`config.mk`:
```
export PLATFORM = sky130hd
export DESIGN_NAME = dram_ctrl
export DESIGN_NICKNAME = d
export VERILOG_FILES = /design/src/rtl/dram_ctrl_pkg.sv /design/src/rtl/dram_timer.sv /design/src/rtl/dram_ctrl.sv
export SDC_FILE = /design/constraint.sdc
export NUM_CORES = 1
export LEC_CHECK = 0
export BUFFER_PORTS_ARGS = -buffer_cell sky130_fd_sc_hd__buf_2
export CAP_MARGIN = 20
export CORE_AREA = 5 5 107 129
export CTS_BUF_LIST = sky130_fd_sc_hd__clkbuf_4
export DETAILED_ROUTE_END_ITERATION = 12
export DIE_AREA = 0 0 112 134
export PLACE_DENSITY = 0.74
export SYNTH_ARGS = -nofsm -noshare
export SYNTH_HDL_FRONTEND = slang
export SYNTH_SLANG_ARGS = --single-unit
```
`constraint.sdc`:
```
create_clock -name dram_clk -period 2.1 [get_ports dram_clk]
set_clock_uncertainty 0.15 [all_clocks]
set_input_delay 0.315 -clock dram_clk [delete_from_list [all_inputs] [get_ports dram_clk]]
set_output_delay 0.315 -clock dram_clk [all_outputs]
set_load 0.005 [all_outputs]
```
`src/rtl/dram_ctrl_pkg.sv`:
```
// Shared types and constants for the single-bank DRAM controller: FSM states,
// pin-level command encodings and default timing values.
package dram_ctrl_pkg;

  typedef enum logic [3:0] {
    IDLE, PRE, TRP, ACT, TRCD, RD, RDWAIT, WR, TWR
  } state_t;

  localparam int DEF_T_RP  = 5;
  localparam int DEF_T_RCD = 5;
  localparam int DEF_T_WR  = 5;
  localparam int TMR_W     = 4;

  typedef struct packed {
    logic       csn;
    logic       rasn;
    logic       casn;
    logic [3:0] wen;
  } dram_cmd_t;

  localparam dram_cmd_t CMD_DESEL = '{csn: 1'b1, rasn: 1'b1, casn: 1'b1, wen: 4'hF};
  localparam dram_cmd_t CMD_NOP   = '{csn: 1'b0, rasn: 1'b1, casn: 1'b1, wen: 4'hF};
  localparam dram_cmd_t CMD_PRE   = '{csn: 1'b0, rasn: 1'b0, casn: 1'b1, wen: 4'h0};
  localparam dram_cmd_t CMD_ACT   = '{csn: 1'b0, rasn: 1'b0, casn: 1'b1, wen: 4'hF};
  localparam dram_cmd_t CMD_CAS   = '{csn: 1'b0, rasn: 1'b1, casn: 1'b0, wen: 4'hF};

endpackage

```
`src/rtl/dram_timer.sv`:
```
// Loadable down-counter shared by the precharge, activate and write-recovery waits.
// done is high in the last cycle of a wait of load_val cycles.
module dram_timer
  import dram_ctrl_pkg::*;
(
  input  logic             dram_clk,
  input  logic             dram_rst_n,
  input  logic             load,
  input  logic [TMR_W-1:0] load_val,
  output logic             done
);

  logic [TMR_W-1:0] cnt;

  always_ff @(posedge dram_clk or negedge dram_rst_n) begin
    if (!dram_rst_n)      cnt <= '0;
    else if (load)        cnt <= load_val;
    else if (cnt != '0)   cnt <= cnt - 1'b1;
  end

  assign done = (cnt == TMR_W'(1));

endmodule

```
`src/rtl/dram_ctrl.sv`:
```
// Single-request DRAM controller: one outstanding access, open/closed page policy.
// Define DRAM_OPEN_PAGE_EN to keep rows open between accesses; default closes after each.
module dram_ctrl
  import dram_ctrl_pkg::*;
#(
  parameter int T_RP  = DEF_T_RP,
  parameter int T_RCD = DEF_T_RCD,
  parameter int T_WR  = DEF_T_WR
) (
  input  logic        dram_clk,
  input  logic        dram_rst_n,
  input  logic        req_valid,
  output logic        req_ready,
  input  logic        req_write,
  input  logic [20:0] req_addr,
  input  logic [31:0] req_wdata,
  input  logic [3:0]  req_wstrb,
  output logic        rsp_valid,
  output logic [31:0] rsp_rdata,
  output logic        DRAM_CSn,
  output logic        DRAM_RASn,
  output logic        DRAM_CASn,
  output logic [3:0]  DRAM_WEn,
  output logic [10:0] DRAM_A,
  output logic [31:0] DRAM_D,
  input  logic [31:0] DRAM_Q,
  input  logic        DRAM_valid
);

  state_t      state, nxt;
  logic        wr_q;
  logic [20:0] addr_q;
  logic [31:0] wdata_q;
  logic [3:0]  wstrb_q;
  logic        row_open;
  logic [10:0] open_row;
  logic        tmr_load, tmr_done;
  logic [TMR_W-1:0] tmr_val;
  logic        rd_done, wr_done;
  state_t      after_access;
  dram_cmd_t   cmd;

`ifdef DRAM_OPEN_PAGE_EN
  localparam state_t AFTER_ACC = IDLE;
  localparam state_t AFTER_TRP = ACT;
`else
  // Closed page: the precharge after an access is the only PRE, so TRP returns home.
  localparam state_t AFTER_ACC = PRE;
  localparam state_t AFTER_TRP = IDLE;
`endif

  assign after_access = AFTER_ACC;
  assign req_ready    = (state == IDLE);
  assign rd_done      = (state == RDWAIT) && DRAM_valid;
  assign wr_done      = (state == TWR) && tmr_done;

  always_ff @(posedge dram_clk or negedge dram_rst_n) begin
    if (!dram_rst_n) state <= IDLE;
    else             state <= nxt;
  end

  always_comb begin
    nxt = state;
    case (state)
      IDLE:    if (req_valid) begin
                 if (!row_open)                      nxt = ACT;
                 else if (open_row != req_addr[20:10]) nxt = PRE;
                 else                                nxt = req_write ? WR : RD;
               end
      PRE:     nxt = TRP;
      TRP:     if (tmr_done) nxt = AFTER_TRP;
      ACT:     nxt = TRCD;
      TRCD:    if (tmr_done) nxt = wr_q ? WR : RD;
      RD:      nxt = RDWAIT;
      RDWAIT:  if (DRAM_valid) nxt = after_access;
      WR:      nxt = TWR;
      TWR:     if (tmr_done) nxt = after_access;
      default: nxt = IDLE;
    endcase
  end

  always_ff @(posedge dram_clk or negedge dram_rst_n) begin
    if (!dram_rst_n) begin
      wr_q    <= 1'b0;
      addr_q  <= '0;
      wdata_q <= '0;
      wstrb_q <= '0;
    end else if (state == IDLE && req_valid) begin
      wr_q    <= req_write;
      addr_q  <= req_addr;
      wdata_q <= req_wdata;
      wstrb_q <= req_wstrb;
    end
  end

  always_ff @(posedge dram_clk or negedge dram_rst_n) begin
    if (!dram_rst_n) begin
      row_open <= 1'b0;
      open_row <= '0;
    end else if (state == ACT) begin
      row_open <= 1'b1;
      open_row <= addr_q[20:10];
    end else if (state == PRE) begin
      row_open <= 1'b0;
    end
  end

  always_ff @(posedge dram_clk or negedge dram_rst_n) begin
    if (!dram_rst_n) begin
      rsp_valid <= 1'b0;
      rsp_rdata <= '0;
    end else begin
      rsp_valid <= rd_done || wr_done;
      if (rd_done)      rsp_rdata <= DRAM_Q;
      else if (wr_done) rsp_rdata <= '0;
    end
  end

  always_comb begin
    tmr_load = 1'b1;
    tmr_val  = '0;
    case (state)
      PRE:     tmr_val = TMR_W'(T_RP);
      ACT:     tmr_val = TMR_W'(T_RCD);
      WR:      tmr_val = TMR_W'(T_WR);
      default: tmr_load = 1'b0;
    endcase
  end

  dram_timer u_timer (
    .dram_clk   (dram_clk),
    .dram_rst_n (dram_rst_n),
    .load       (tmr_load),
    .load_val   (tmr_val),
    .done       (tmr_done)
  );

  always_comb begin
    cmd    = CMD_NOP;
    DRAM_A = '0;
    DRAM_D = '0;
    case (state)
      IDLE: cmd = CMD_DESEL;
      PRE:  cmd = CMD_PRE;
      ACT:  begin cmd = CMD_ACT; DRAM_A = addr_q[20:10]; end
      RD:   begin cmd = CMD_CAS; DRAM_A = {1'b0, addr_q[9:0]}; end
      WR:   begin
              cmd     = CMD_CAS;
              cmd.wen = ~wstrb_q;
              DRAM_A  = {1'b0, addr_q[9:0]};
              DRAM_D  = wdata_q;
            end
      default: cmd = CMD_NOP;
    endcase
  end

  assign DRAM_CSn  = cmd.csn;
  assign DRAM_RASn = cmd.rasn;
  assign DRAM_CASn = cmd.casn;
  assign DRAM_WEn  = cmd.wen;

endmodule

```
Yosys cells after proc, flatten, opt, wreduce, memory -nomap -nowiden
Cells that the tools add are included.
Storage, ports and cells
  output and inout bits: 84
  bits of input ports: 94
  flip-flop bits (word level): 111
  word-level logic and storage cells: 60
Cells by class
  equal/unequal tests: 15
  multiplexer cells: 21
  reductions and logical operators: 12
  add/subtract/negate cells: 1
  bitwise operators: 1
Operator list (number)
  32-bit 2-to-1 mux: 3
  4-bit one-hot mux with 9 select lines: 1
  7-bit one-hot mux with 5 select lines: 1
  4-bit 2-to-1 mux: 7
  11-bit one-hot mux with 2 select lines: 1
  4-bit by 3-bit equality test with 1-bit output (second input constant): 4
  11-bit inequality test: 1
  2-bit inequality test (second input constant): 5
  3-bit 2-to-1 mux: 3
  4-bit by 1-bit equality test with 1-bit output (second input constant): 2
  4-bit by 2-bit equality test with 1-bit output (second input constant): 2
  2-bit nonzero test: 3
  5-bit AND reduction: 1
  4-bit equality test (second input constant): 1
  4-bit logical NOT: 1
  2-bit 2-to-1 mux: 2
  4-bit inverter: 1
  4-bit nonzero test: 1
  4-bit by 1-bit subtractor with 4-bit output (second input constant): 1
  1-bit logical AND: 3
  1-bit 2-to-1 mux: 3
  3-bit OR reduction: 1
  2-bit OR reduction: 1
  1-bit logical OR: 1

Depth between registers and ports, before layout
Gate-level depths: netlist of the first run.
  word-level depth: 5
  mapped depth: 7
  mapped depth without buffers: 6

Hierarchy
Synthesis of the first run repeated with hierarchy kept, for this count alone.
Second synthesis, totals
  cells, all modules: 374
  area total of the unflattened synthesis: 4923.5 µm²
Modules (own cells, without submodules)
  dram_ctrl: area each 4658.2 µm², cells each 350, times used 1
  dram_timer: area each 265.3 µm², cells each 24, times used 1

Least setup slack after synthesis of the first run
Ideal clock, no wire load.
  kind: register to register
  from: register u_timer.cnt[1]
  to: register rsp_rdata[10]
  buffers on the path: 1
  cell stages (with the launch flop): 8
  data required time: 1.829 ns
  period minus slack after synthesis: 1.875 ns
  setup slack: 0.225 ns
  arrival: 1.604 ns
  cells stage by stage: dfrtp_1 > inv_1 > ha_1 > nor3b_1 > nand3_1 > a21o_2 > buf_6 > a22o_1
Between the ends
  word-level cells in the longest chain between the ends: 3
Ends and longest elaborated chain
  start: declaration: RTL line dram_timer.sv:13  | logic [TMR_W-1:0] cnt;
  start signal: assignment: RTL line dram_timer.sv:17  | else if (load) cnt <= load_val;
  start signal: assignment: RTL line dram_timer.sv:18  | else if (cnt != '0) cnt <= cnt - 1'b1;
  4-bit by 1-bit equality test with 1-bit output: RTL line dram_timer.sv:21  | assign done = (cnt == TMR_W'(1));
  1-bit logical AND: RTL line dram_ctrl.sv:55  | assign wr_done = (state == TWR) && tmr_done;
  2-bit nonzero test (no line)
  end signal: assignment: RTL line dram_ctrl.sv:111  | rsp_rdata <= '0;
  end signal: assignment: RTL line dram_ctrl.sv:114  | if (rd_done) rsp_rdata <= DRAM_Q;
  end signal: assignment: RTL line dram_ctrl.sv:115  | else if (wr_done) rsp_rdata <= '0;
  end: declaration: RTL line dram_ctrl.sv:19  | output logic [31:0] rsp_rdata,
No other way between the ends.
A chain may end at the register's enable or synchronous reset.

Final worst setup path of the first run
  from: register state[2]
  to: output DRAM_A[0]
Between the ends
  word-level cells in the longest chain between the ends: 3
  elaborated cells on any way between the ends: 5
  those cells by class: eq/ne: 3; mux: 1; reduce/logical: 1
Ends and longest elaborated chain
  start: declaration: RTL line dram_ctrl.sv:30  | state_t state, nxt;
  start signal: assignment: RTL line dram_ctrl.sv:59  | else state <= nxt;
  4-bit by 3-bit equality test with 1-bit output: RTL line dram_ctrl.sv:142  | case (state)
  2-bit OR reduction (no line)
  11-bit one-hot mux with 2 select lines (*): RTL line dram_ctrl.sv:142
  end: declaration: RTL line dram_ctrl.sv:24  | output logic [10:0] DRAM_A,
Every way passes the cells marked *; elsewhere a longest branch is shown, timed or not.

==> results.json, run 1 <==
{
  "status": "finished with violations",
  "violations": "negative setup slack",
  "synthAdderAreaFrac": 0.007740,
  "setup_viol": 45,
  "path_clk_slew_ps": 160,
  "nets": 751,
  "ys_warn_count": 0,
  "post-place-ws_ps": -58.59,
  "synth_compound_area_frac": 0.1042,
  "crit_slowest_cell": "dfrtp_2",
  "busiest_layer": "met2",
  "cpPeakStageDelay_ps": 480,
  "synth_nets": 463,
  "drcViolationCount": 0,
  "worst_slew_pin_slew_ps": 591.7,
  "dp_hpwl_um": 8395,
  "critPathCaptureType": "output port",
  "dieArea_mm2": 0.01501,
  "grt_pass1_vias": 4508,
  "synth_top_cell_by_area": "dfrtp_1",
  "hold_path_class": "in2reg",
  "synth-seq-area-share": 0.5728,
  "finalSetupTns_ps": -2851,
  "arrival_ps": 1750,
  "drtAntennaViolNets": 0,
  "cts-htree-levels": 3,
  "grt_use_met1": 0.2165,
  "cts_buffer_depth": 2,
  "cts_sinks": 111,
  "fillers": 954,
  "vias": 4138,
  "fmax_mhz": 451.2,
  "routabilityCongestion": 0.8401,
  "fin_crit_ps": 2216,
  "worst_slack_ps": -116.2,
  "fin_cells": 824,
  "initial_core_util": 0.3897,
  "firstDrtPassIters": 4,
  "wl_per_cell_um": 17.42,
  "grt_pass1_wl_um": 22520,
  "hold_violations": 0,
  "port_buffers": 177,
  "utilization": 0.5894,
  "rows": 45,
  "muxShareOfSynthArea": 0.1602,
  "syn_to_final_growth_pct": 51.24,
  "fp.coreArea_mm2": 0.01244,
  "gr-usage-all-layers": 0.1849,
  "synth_ff_type": "dfrtp_1",
  "register_area_mm2": 0.002781,
  "synth_top_family_by_area": "multiplexers",
  "synth_edf_count": 0,
  "netlist.area_leader.share": 0.5728,
  "synth-simple-area-share": 0.09598,
  "synthTopCellsByCount": "111 x dfrtp_1, 67 x mux2_2, 42 x a22o_1, 33 x and2_1, 11 x xor2_1",
  "insertion_delay_ps": 440,
  "io_pins": 178,
  "multi_input_area_mm2": 0.001968,
  "irDropWorstVdd_v": 0.0006446,
  "max-cap-violations": 0,
  "antenna_found_initial": 1,
  "cts_tree": "done",
  "synthTopCellsByArea": "dfrtp_1 57%, mux2_2 16%, a22o_1 7.6%",
  "grtUsageMet3": 0.04829,
  "maxSlewViolCount": 0,
  "die_w_um": 112,
  "finalCritPeriodShare": 1.055,
  "cts_buffers": 9,
  "grt-ovfl-total": 0,
  "synth_seq_cells": 111,
  "grt_setup_unrepaired": "yes",
  "ys_async_sr_fraction": 1.000,
  "syn-instance-count": 366,
  "critical_path.top_delay_family": "flip-flops",
  "cp_max_fo": 11,
  "synth_most_common_cell": "dfrtp_1",
  "grt_max_degree": 48,
  "drt_wl_total_um": 14360,
  "grtUsageMet2": 0.3217,
  "ys_types": 43,
  "die_h_um": 134,
  "max_slew_margin": 0.6056,
  "synth-xor-area-share": 0.02167,
  "via_per_inst": 5.022,
  "cp_num_buf_inv": 3,
  "drive_above_1_share": 0.4795,
  "critPathRequiredTime_ps": 1630,
  "start_kind": "flop",
  "power.density_mw_per_mm2": 1197,
  "syn-cell-area_mm2": 0.004850,
  "drt_iter0_drc": 235,
  "critical_path_class": "reg2out",
  "finalPower_w": 0.008779,
  "cp_common_cell": "buf_12",
  "crit_chain": "buf_12 > nor3_4 > buf_12 > a22o_1 > buf_2",
  "synth.avg_cell_area_um2": 13.25,
  "root_buffer": "clkbuf_4",
  "p_leak_nw": 3.599,
  "placedCellCount": 697
}
## layout by cell type, fill, tap and decap left out, types with 4 or more instances in the layout
cell           instances
and2_1                33
a22o_1                42
xor2_1                11
buf_12                 6
buf_6                 11
buf_4                 18
buf_2                173
o21ai_0                4
nor2_1                 4
inv_1                  5
mux2_2                67
clkbuf_4              10
dfrtp_1              108
nand2_1                6
dlygate4sd3_1         91
## cell families after synthesis
group | count (synthesis)
fa+ha+maj | 3
simple gates | 76
flops | 111
xor+xnor | 12
compound gates | 63
buf+inv | 32
mux | 69
## final timing paths
kind                                    startpoint                        end  slack (ps)  cells past startpoint
max reg2reg                   state[3]$_DFFE_PN0P_  rsp_rdata[28]$_DFFE_PN0P_          80                      5
max                           state[2]$_DFFE_PN0P_                  DRAM_A[0]        -120                      5
min in group asynchronous               dram_rst_n       state[2]$_DFFE_PN0P_         160                      2
min reg2reg                wdata_q[23]$_DFFE_PN0P_    wdata_q[23]$_DFFE_PN0P_         370                      1
min                                     DRAM_valid       state[0]$_DFFE_PN0P_          60                      3
max in group asynchronous               dram_rst_n       state[0]$_DFFE_PN0P_        1080                      3
## what timing repair did
item,4_1_cts,5_1_grt
pin swaps,1,4
hold endpoints to repair,202,0
resized for setup,16,26
endpoints found under the setup margin,83,50
hold buffers,91,0
cloned,2,1
buffers inserted,10,6
## layer usage
metal | wire (um) | share of wire
met1 | 5657 | 0.39
met4 | 525 | 0.037
met2 | 7329 | 0.51
met3 | 842 | 0.059
met5 | 0 | 0
## flip-flops by register name (all words and copies together) (netlist names)
register and cells:
u_timer.cnt 4, wr_q 1, addr_q 21, state 4, open_row 11, rsp_rdata 32
row_open 1, wstrb_q 4, rsp_valid 1, wdata_q 32
## worst register-to-register path, cell delays in order (launching register included)
cell and delay [ps]:
dfrtp_2 450, buf_6 120, buf_6 120, nor2_1 210, and4_2 670, a22o_1 240
## stage by stage
stage | instance area, um2 | hold WS (ps)
after floorplan | 4850 | -130.6
after global placement | 5967 | 100.1
after detailed placement | 5967 | 106.8
after CTS | 7179 | 17.19
after global routing | 7335 | 11.79
final | 7335 | 64.21
## report_power, final
part           internal (W)  switching (W)
clock              0.000387       0.000701
sequential          0.00316       0.000628
combinational       0.00228        0.00162
## cell type report
cell class              count  share of cell area
multi-input cells         223              0.2683
repair buffers            301              0.3004
clock buffers              10             0.01024
diodes                      1           0.0003412
well taps                 164             0.02798
inverters                   8            0.004094
clock inverters             6            0.009382
flip-flops and latches    111              0.3792
Power figures use the tool's default switching activity.
==> run 2, diff against run 1 <==
--- a/config.mk
+++ b/config.mk
@@ -11,7 +11,7 @@
 export CTS_BUF_LIST = sky130_fd_sc_hd__clkbuf_4
 export DETAILED_ROUTE_END_ITERATION = 12
 export DIE_AREA = 0 0 112 134
-export PLACE_DENSITY = 0.74
+export PLACE_DENSITY = 0.78
 export SYNTH_ARGS = -nofsm -noshare
 export SYNTH_HDL_FRONTEND = slang
 export SYNTH_SLANG_ARGS = --single-unit
==> run 2 against run 1 <==
Against the previous run: cell area is 0.87% higher; via count is 1.3% lower; first-iteration DRC count is 17% lower; the run still ends with negative setup slack left; critical endpoint unchanged.
==> results.json, run 2 (same netlist as run 1, synthesis figures left out) <==
{
  "cts_buffer_depth": 2,
  "critPathCaptureType": "output port",
  "vias": 4086,
  "setup_viol": 49,
  "final_cell_mix": "171 x buf_2, 108 x dfrtp_1, 91 x dlygate4sd3_1",
  "register_area_mm2": 0.002781,
  "worst_slew_pin_slew_ps": 602.1,
  "grtUsageMet2": 0.3220,
  "max-cap-violations": 0,
  "violations": "negative setup slack",
  "antenna_found_initial": 2,
  "worst_slack_ps": -87.34,
  "post-place-ws_ps": -57.95,
  "hold_violations": 0,
  "root_buffer": "clkbuf_4",
  "drt_iter0_drc": 194,
  "critPathRequiredTime_ps": 1630,
  "initial_core_util": 0.3897,
  "grt_max_degree": 112,
  "dieArea_mm2": 0.01501,
  "syn_to_final_growth_pct": 52.55,
  "die_h_um": 134,
  "drt_wl_total_um": 14090,
  "firstDrtPassIters": 4,
  "grt_pass1_wl_um": 22380,
  "hold_path_class": "in2reg",
  "start_kind": "flop",
  "irDropWorstVdd_v": 0.0005570,
  "grt_setup_unrepaired": "yes",
  "cts_sinks": 111,
  "drcViolationCount": 0,
  "via_per_inst": 4.911,
  "drive_above_1_share": 0.4917,
  "busiest_layer": "met2",
  "power.density_mw_per_mm2": 1191,
  "dp_hpwl_um": 8358,
  "grt_pass1_vias": 4530,
  "finalCritPeriodShare": 1.042,
  "arrival_ps": 1720,
  "port_buffers": 177,
  "largest_registers": "rsp_rdata: 32 flops, wdata_q: 32 flops, addr_q: 21 flops",
  "fillers": 967,
  "max_slew_margin": 0.5986,
  "routabilityCongestion": 0.8621,
  "maxSlewViolCount": 0,
  "die_w_um": 112,
  "nets": 757,
  "utilization": 0.5946,
  "path_clk_slew_ps": 160,
  "fp.coreArea_mm2": 0.01244,
  "p_leak_nw": 3.626,
  "critical_path_class": "reg2out",
  "grt-ovfl-total": 0,
  "wl_per_cell_um": 16.94,
  "finalPower_w": 0.008814,
  "cp_max_fo": 11,
  "insertion_delay_ps": 460,
  "gr-usage-all-layers": 0.1836,
  "cts_tree": "done",
  "grt_use_met1": 0.2161,
  "cts-htree-levels": 3,
  "final_common_cell": "buf_2",
  "fmax_mhz": 457.2,
  "multi_input_area_mm2": 0.001987,
  "fin_crit_ps": 2187,
  "rows": 45,
  "drtAntennaViolNets": 0,
  "grtUsageMet3": 0.04693,
  "io_pins": 178,
  "status": "finished with violations",
  "cts_buffers": 9
}
run 2: layout make-up:
type / instances / area share
sequential: 111 / 0.3760
timing repair buffer: 307 / 0.3056
multi-input combinational: 223 / 0.2686
inverter: 8 / 0.004397
clock inverter: 7 / 0.007610
clock buffer: 9 / 0.009132
antenna: 3 / 0.001015
tap: 164 / 0.02774
run 2: critical path, stage by stage, from the launching register on:
cell     delay (ps)
dfrtp_1         450
buf_6           120
inv_4            40
nor3_4          230
buf_12          170
a22o_1          160
buf_2           120
run 2: worst paths after layout:
path	startpoint	to	slack, ps	cells past startpoint
worst max-delay path	state[1]$_DFFE_PN0P_	DRAM_A[0]	-90	6
worst min-delay path	DRAM_valid	state[0]$_DFFE_PN0P_	60	3
worst max register to register	state[3]$_DFFE_PN0P_	rsp_rdata[7]$_DFFE_PN0P_	100	5
worst min register to register	row_open$_DFFE_PN0P_	state[1]$_DFFE_PN0P_	350	1
max in group asynchronous	dram_rst_n	state[0]$_DFFE_PN0P_	1000	3
min in group asynchronous	dram_rst_n	addr_q[6]$_DFFE_PN0P_	330	3
run 2: per-layer routing:
| layer | wire [um] | up-vias |
|---|---|---|
| li1 | - | 1903 |
| met4 | 357 | 0 |
| met3 | 850 | 26 |
| met1 | 5472 | 2000 |
| met5 | 0 | - |
| met2 | 7409 | 157 |
run 2: per-stage QoR:
step	TNS [ps]	area (um2)	instances	hold slack (ps)
after floorplan	0	4850	366	-130.6
after global placement	0	5954	697	282.1
after detailed placement	-861.1	5954	697	299.6
after CTS	-4476	7271	823	10.30
after global routing	-7196	7396	831	24.24
final	-2012	7398	832	64.05
run 2: timing repair:
| item | in CTS | in global routing |
|---|---|---|
| gates cloned | 2 | 1 |
| hold buffers | 91 | 0 |
| setup endpoints to repair | 83 | 83 |
| buffers inserted | 17 | 7 |
| pin swaps | 4 | 9 |
| endpoints found under the hold margin | 202 | 0 |
| resized for setup | 29 | 24 |
run 2: power by group:
group          total (W)  switching (W)  leakage [nW]  internal [W]
combinational    0.00407        0.00167          2.22       0.00240
sequential       0.00377       0.000608          1.35       0.00316
clock           0.000974       0.000718        0.0605      0.000256
total            0.00881        0.00300          3.63       0.00581
